===== config.mk =====
export PLATFORM = sky130hd
export DESIGN_NAME = port_share_arbiter
export DESIGN_NICKNAME = d
export VERILOG_FILES = /design/src/rtl/port_share_pkg.sv /design/src/rtl/port_share_arbiter_chk.sv /design/src/rtl/shared_add_pipe.sv /design/src/rtl/port_share_arbiter.sv
export SDC_FILE = /design/constraint.sdc
export NUM_CORES = 1
export LEC_CHECK = 0
export CAP_MARGIN = 0
export CORE_UTILIZATION = 30
export CTS_CLUSTER_DIAMETER = 60
export CTS_CLUSTER_SIZE = 40
export DETAILED_ROUTE_END_ITERATION = 10
export GPL_ROUTABILITY_DRIVEN = 0
export SLEW_MARGIN = 20
export SYNTH_ARGS = -nofsm -noshare
export SYNTH_HDL_FRONTEND = slang
export SYNTH_HIERARCHICAL = 1
export SYNTH_SLANG_ARGS = --single-unit
export TNS_END_PERCENT = 1

===== constraint.sdc =====
create_clock -name clk -period 3 [get_ports clk]
set_clock_uncertainty 0.1 [all_clocks]
set_input_delay 0.3 -clock clk [delete_from_list [all_inputs] [get_ports clk]]
set_output_delay 0.3 -clock clk [all_outputs]
set_load 0.02 [all_outputs]

===== src/rtl/port_share_pkg.sv =====
// Shared types and the round-robin winner search for port_share_arbiter.
// Types are sized for the default configuration; the top sizes its own storage from its parameters.
package port_share_pkg;

  localparam int NUM_REQ_DEF = 4;
  localparam int WIDTH_DEF   = 8;
  localparam int MAX_REQ     = 32;

  typedef logic [$clog2(NUM_REQ_DEF)-1:0] req_id_t;

  typedef struct packed {
    logic [WIDTH_DEF-1:0] z;
    req_id_t              id;
  } resp_t;

  // Lowest valid index at or after ptr; if none, lowest valid index overall; -1 if nothing valid.
  function automatic int next_rr_winner(input logic [MAX_REQ-1:0] valid, input int ptr, input int n);
    int lo;
    int hi;
    lo = -1;
    hi = -1;
    for (int i = MAX_REQ - 1; i >= 0; i--) begin
      lo = (i < n && valid[i]) ? i : lo;
      hi = (i < n && i >= ptr && valid[i]) ? i : hi;
    end
    return (hi >= 0) ? hi : lo;
  endfunction

endpackage


===== src/rtl/port_share_arbiter_chk.sv =====
// Simulation-only invariants for the response buffer credit scheme.
module port_share_arbiter_chk #(
  parameter int FIFO_DEPTH = 4,
  parameter int CW         = 3
) (
  input logic          clk,
  input logic          rst,
  input logic          push,
  input logic          pop,
  input logic [CW-1:0] fifo_count,
  input logic [CW-1:0] in_flight
);

  a_no_overflow: assert property (@(posedge clk) disable iff (rst)
    !(push && !pop && (fifo_count == CW'(FIFO_DEPTH))));

  a_credit_bound: assert property (@(posedge clk) disable iff (rst)
    (({1'b0, in_flight} + {1'b0, fifo_count}) <= (CW+1)'(FIFO_DEPTH)));

endmodule


===== src/rtl/shared_add_pipe.sv =====
// Non-stallable LATENCY-stage adder; valid and id tag travel alongside the sum.
module shared_add_pipe
  import port_share_pkg::*;
#(
  parameter int WIDTH   = 8,
  parameter int ID_W    = 2,
  parameter int LATENCY = 2
) (
  input  logic             clk,
  input  logic             rst,
  input  logic             in_valid,
  input  logic [WIDTH-1:0] in1,
  input  logic [WIDTH-1:0] in2,
  input  logic [ID_W-1:0]  in_id,
  output logic             out_valid,
  output logic [WIDTH-1:0] z,
  output logic [ID_W-1:0]  out_id
);

  logic             r_valid [LATENCY];
  logic [WIDTH-1:0] r_z     [LATENCY];
  logic [ID_W-1:0]  r_id    [LATENCY];

  // Sum is formed on entry; later stages only delay it.
  always_ff @(posedge clk) begin
    if (rst) begin
      for (int s = 0; s < LATENCY; s++) begin
        r_valid[s] <= 1'b0;
        r_z[s]     <= '0;
        r_id[s]    <= '0;
      end
    end else begin
      r_valid[0] <= in_valid;
      r_z[0]     <= in1 + in2;
      r_id[0]    <= in_id;
      for (int s = 1; s < LATENCY; s++) begin
        r_valid[s] <= r_valid[s-1];
        r_z[s]     <= r_z[s-1];
        r_id[s]    <= r_id[s-1];
      end
    end
  end

  assign out_valid = r_valid[LATENCY-1];
  assign z         = r_z[LATENCY-1];
  assign out_id    = r_id[LATENCY-1];

endmodule


===== src/rtl/port_share_arbiter.sv =====
// Round-robin, credit-gated sharing of one pipelined adder among NUM_REQ requesters,
// with an in-order first-word-fall-through response buffer.
module port_share_arbiter
  import port_share_pkg::*;
#(
  parameter int NUM_REQ    = 4,
  parameter int WIDTH      = 8,
  parameter int LATENCY    = 2,
  parameter int FIFO_DEPTH = 4
) (
  input  logic                              clk,
  input  logic                              rst,
  input  logic [NUM_REQ-1:0]                req_valid,
  input  logic [NUM_REQ-1:0][WIDTH-1:0]     req_in1,
  input  logic [NUM_REQ-1:0][WIDTH-1:0]     req_in2,
  output logic [NUM_REQ-1:0]                req_ready,
  output logic                              resp_valid,
  input  logic                              resp_ready,
  output logic [WIDTH-1:0]                  resp_z,
  output logic [$clog2(NUM_REQ)-1:0]        resp_id
);

  localparam int ID_W = $clog2(NUM_REQ);
  localparam int CW   = $clog2(FIFO_DEPTH + 1);
  localparam int PW   = (FIFO_DEPTH > 1) ? $clog2(FIFO_DEPTH) : 1;

  typedef struct packed {
    logic [WIDTH-1:0] z;
    logic [ID_W-1:0]  id;
  } entry_t;

  logic [ID_W-1:0]  r_rr_ptr;
  logic [CW-1:0]    r_in_flight;
  logic [CW-1:0]    r_fifo_count;
  logic [PW-1:0]    r_wr_ptr;
  logic [PW-1:0]    r_rd_ptr;
  entry_t           r_mem [FIFO_DEPTH];

  int               w_win;
  logic             w_credit;
  logic             w_grant;
  logic [ID_W-1:0]  w_win_id;
  logic             w_pipe_valid;
  logic             w_pop;
  logic [WIDTH-1:0] z;
  logic [ID_W-1:0]  out_id;

  function automatic logic [PW-1:0] ptr_inc(input logic [PW-1:0] p);
    return (p == PW'(FIFO_DEPTH - 1)) ? '0 : p + PW'(1);
  endfunction

  // Credits come from registered counts only, so a pop frees its slot one cycle later.
  always_comb begin
    w_win    = next_rr_winner(MAX_REQ'(req_valid), int'(r_rr_ptr), NUM_REQ);
    w_credit = (({1'b0, r_in_flight} + {1'b0, r_fifo_count}) < (CW+1)'(FIFO_DEPTH));
    w_grant  = w_credit && !rst && (w_win >= 0);
    w_win_id = (w_win >= 0) ? ID_W'(w_win) : '0;
    req_ready = '0;
    if (w_grant) begin
      req_ready[w_win_id] = 1'b1;
    end else begin
      req_ready = '0;
    end
  end

  shared_add_pipe #(
    .WIDTH   (WIDTH),
    .ID_W    (ID_W),
    .LATENCY (LATENCY)
  ) u_pipe (
    .clk       (clk),
    .rst       (rst),
    .in_valid  (w_grant),
    .in1       (req_in1[w_win_id]),
    .in2       (req_in2[w_win_id]),
    .in_id     (w_win_id),
    .out_valid (w_pipe_valid),
    .z,
    .out_id
  );

  assign resp_valid = (r_fifo_count != '0);
  assign w_pop      = resp_valid && resp_ready;
  assign resp_z     = r_mem[r_rd_ptr].z;
  assign resp_id    = r_mem[r_rd_ptr].id;

  // Round-robin pointer and the count of results still inside the adder.
  always_ff @(posedge clk) begin
    if (rst) begin
      r_rr_ptr    <= '0;
      r_in_flight <= '0;
    end else begin
      if (w_grant) begin
        r_rr_ptr <= (w_win_id == ID_W'(NUM_REQ - 1)) ? '0 : w_win_id + ID_W'(1);
      end else begin
        r_rr_ptr <= r_rr_ptr;
      end
      case ({w_grant, w_pipe_valid})
        2'b10:   r_in_flight <= r_in_flight + CW'(1);
        2'b01:   r_in_flight <= r_in_flight - CW'(1);
        default: r_in_flight <= r_in_flight;
      endcase
    end
  end

  // Response buffer: pipe output is always written; the credit rule guarantees room.
  always_ff @(posedge clk) begin
    if (rst) begin
      r_wr_ptr     <= '0;
      r_rd_ptr     <= '0;
      r_fifo_count <= '0;
      for (int i = 0; i < FIFO_DEPTH; i++) begin
        r_mem[i] <= '0;
      end
    end else begin
      if (w_pipe_valid) begin
        r_mem[r_wr_ptr] <= '{z: z, id: out_id};
        r_wr_ptr        <= ptr_inc(r_wr_ptr);
      end else begin
        r_wr_ptr <= r_wr_ptr;
      end
      if (w_pop) begin
        r_rd_ptr <= ptr_inc(r_rd_ptr);
      end else begin
        r_rd_ptr <= r_rd_ptr;
      end
      case ({w_pipe_valid, w_pop})
        2'b10:   r_fifo_count <= r_fifo_count + CW'(1);
        2'b01:   r_fifo_count <= r_fifo_count - CW'(1);
        default: r_fifo_count <= r_fifo_count;
      endcase
    end
  end

  port_share_arbiter_chk #(
    .FIFO_DEPTH (FIFO_DEPTH),
    .CW         (CW)
  ) u_chk (
    .clk        (clk),
    .rst        (rst),
    .push       (w_pipe_valid),
    .pop        (w_pop),
    .fifo_count (r_fifo_count),
    .in_flight  (r_in_flight)
  );

endmodule

==> out/results.txt <==
CP Data Required Time: 3160 ps
Worst Path Arrival: 3170 ps
GRT Overall Usage: 0.135
Share of post-route cells with drive strength above 1: 0.191
Final Hold Vio Count: 0
Crit path max-delay family: simple AND/OR/NAND/NOR gates
Top post-synthesis cells by area: edfxtp_1, dfxtp_1, mux2i_1, and2_1, mux4_2
CP peak stage delay: 460 ps
Final period util: 1.00
Row count: 42
Clock sinks: 76
Die area: 14,100 um^2
Syn Nets: 436
Post-synth top area share: 0.294
Total iterations of the first detailed-routing run: 4
Register area share after synthesis: 0.470
Post-Place Worst Slack: -404 ps
Initial antenna violation count: 0
Hold buffers post-CTS: 0
HPWL after DPL: 6.87 mm
R2R Path End: u_pipe/r_z[0][5]
Max-slew headroom: 0.510
# port buffers: 85
N_diodes: 0
Post-layout net count: 542
P per Cell Area: 676 nW/um^2
Clock Path Buffers: 2
Worst setup margin: -7.53 ps
Top-level I/O count: 86
DR iter-0 viols: 97
Status: finished, violations left
Post-layout util: 0.425
Clock latency on the worst-skew pair: 330 ps
Die Height: 119 um
Synth-to-Final Area Change: 38.3%
CP max FO: 8
Final wirelength: 9.34 mm
First-pass GRT wire length: 14.8 mm
Cell count after synthesis: 345
Path depth of the worst reg2reg path: 10
CTS buffer count: 9
Clock Pin Slew Worst Setup and Hold Paths: 60 ps
HP Class: reg2reg
Fraction of registers with async set/reset: 0
Setup slack, reg-to-reg: 110 ps
Unrepaired setup endpoints after global routing: true
Antenna Violating Nets Remaining: 0
Failing checks: setup timing
Synth Area per Inst: 11.9 um^2
Filler instances: 1,275
CP Class: in2reg
Yosys top cell by area: edfxtp_1
Via count: 2,916
Initial Util: 0.308
Cell area after layout: 5660 um^2
Number of synthesized register bits: 76
Max cap viols: 0
Crit path from: req_valid[0]
Cell Chain, Critical Path: clkdlybuf4s50_1 > nor2b_2 > nor2_2 > o32a_4 > buf_4 > mux2i_1 > mux2i_1 > ha_2 > or2b_1 > or4_1 > o211ai_2
Worst-margin pin slew: 732 ps
Count leader, synth: mux2i_1
Setup crit end kind: flip-flop
Post-synth EDFFs: 40
Yosys warnings: 6
Cell Area, Synth: 4090 um^2
Most common flop cell mapped by yosys: edfxtp_1
Via density: 4.61
CTS tree: built
Final setup vio count: 1
Wire per inst: 14.8 um
R2r startpoint: r_rr_ptr[0]
Worst path depth: 11
Crit path launch type: primary input
DRC: 0
Vias in the first global route: 3,103
Maximum vdd drop: 0.274 mV
Die width: 119 um
Pin count of the biggest net entering global routing: 27
Hold_sp: u_pipe/r_id[0][0]
Max Clk Rate: 332 MHz
Max H-tree Level: 3
Min Clock Period, post-route: 3010 ps
Slowest-stage cell, CP: clkdlybuf4s50_1
Most frequent CP cell: mux2i_1
Post-synth top cells: mux2i_1, and2_1, edfxtp_1, dfxtp_1, nor2b_1
Gr ovfl total: 0
Core Region: 13,300 um^2
Distinct cell type count of the synthesized netlist: 44
Placed cell area: 5230 um^2
Max-slew violations: 0
Critical path buffers and inverters: 2
Root Buffer: clkbuf_16
Pleak: 2.28 nW
Crit path to: u_pipe/r_z[0][5]
## worst min path at each step
stage / end / cells after the start / slack (ps)
after floorplan: u_pipe/r_id[0][3] / 1 / 270
final: u_pipe/r_id[0][2] / 1 / 330
after CTS: u_pipe/r_id[0][2] / 1 / 330
after detailed placement: u_pipe/r_id[0][2] / 1 / 320
after global placement: u_pipe/r_valid[0][1] / 1 / 320
after global routing: u_pipe/r_z[0][8] / 1 / 350
## flip-flops by register name, indices dropped and copies added (netlist names), named ones only
signal and flops:
r_mem 40, r_rr_ptr 2, u_pipe/r_z 16, u_pipe/r_id 4, r_rd_ptr 2, r_wr_ptr 2
r_in_flight 3, u_pipe/r_valid 2, r_fifo_count 3
## worst register-to-register path: stages, from the launching register on
cell and delay, ps:
dfxtp_1 430, nor2b_2 90, nor2_2 190, o32a_4 290, buf_4 210, mux2i_1 240
mux2i_1 120, ha_2 400, or2b_1 250, or4_1 420, o211ai_2 80
## cells by family after synthesis
group	Yosys count	synth area share
flip-flops	76	0.470
multiplexers	61	0.180
adder cells (fa/ha/maj)	20	0.0667
AO/OA/AOI/OAI	32	0.0538
buffers and inverters	36	0.0557
AND/OR/NAND/NOR	115	0.163
XOR/XNOR	5	0.0107
## through the flow
stage / TNS [ps] / hold WS [ps] / power [mW] / instances
floorplan: 0 / 272 / 2.16 / 345
global placement: -997 / 324 / 2.59 / 614
detailed placement: -1560 / 323 / 2.62 / 614
CTS: 0 / 334 / 3.82 / 631
global route: -210 / 348 / 4.04 / 632
finish: -7.53 / 333 / 3.82 / 632
## per-layer routing
layer,share of wire,wire length [um],vias up,GRT usage
li1,-,-,1430,-
met1,0.42,3910,1381,0.150
met2,0.51,4720,91,0.242
met3,0.062,577,14,0.0434
met4,0.014,132,0,0.0411
met5,0,0,-,0
## area by class of cell
type | count | area, um^2 | share of cell area
multi-input cells | 234 | 2030 | 0.359
flip-flops and latches | 76 | 1920 | 0.340
repair buffers | 118 | 1100 | 0.195
clock buffers | 10 | 239 | 0.0423
well taps | 176 | 220 | 0.0389
clock inverters | 6 | 95.1 | 0.0168
inverters | 12 | 45.0 | 0.00796
## cell usage in the layout, fill, tap and decap left out, types with 3 or more instances in the layout
master,instances
nand2_1,5
a21oi_1,9
buf_4,33
nor2_1,16
nor3b_2,3
fa_1,3
a21oi_2,4
or3_1,4
edfxtp_1,40
mux2i_1,50
clkdlybuf4s50_1,81
and2_1,44
o21ai_1,3
or2_2,3
dfxtp_1,35
mux4_2,10
inv_1,12
ha_1,15
nor3_1,7
nor2b_1,16
o21ai_0,3
clkbuf_16,9
xor2_1,3
## power breakdown
part | total (mW) | switching (mW) | internal, mW
combinational | 1.31 | 0.603 | 0.709
sequential | 1.33 | 0.0946 | 1.23
clock | 1.19 | 0.426 | 0.759
## what timing repair did
action,4_1_cts,5_1_grt
pin swaps,0,4
endpoints found under the setup margin,4,6
cloned,0,1
buffers inserted,1,0
gates resized for setup,3,18
No activity file was read; power rests on OpenSTA's default activity.
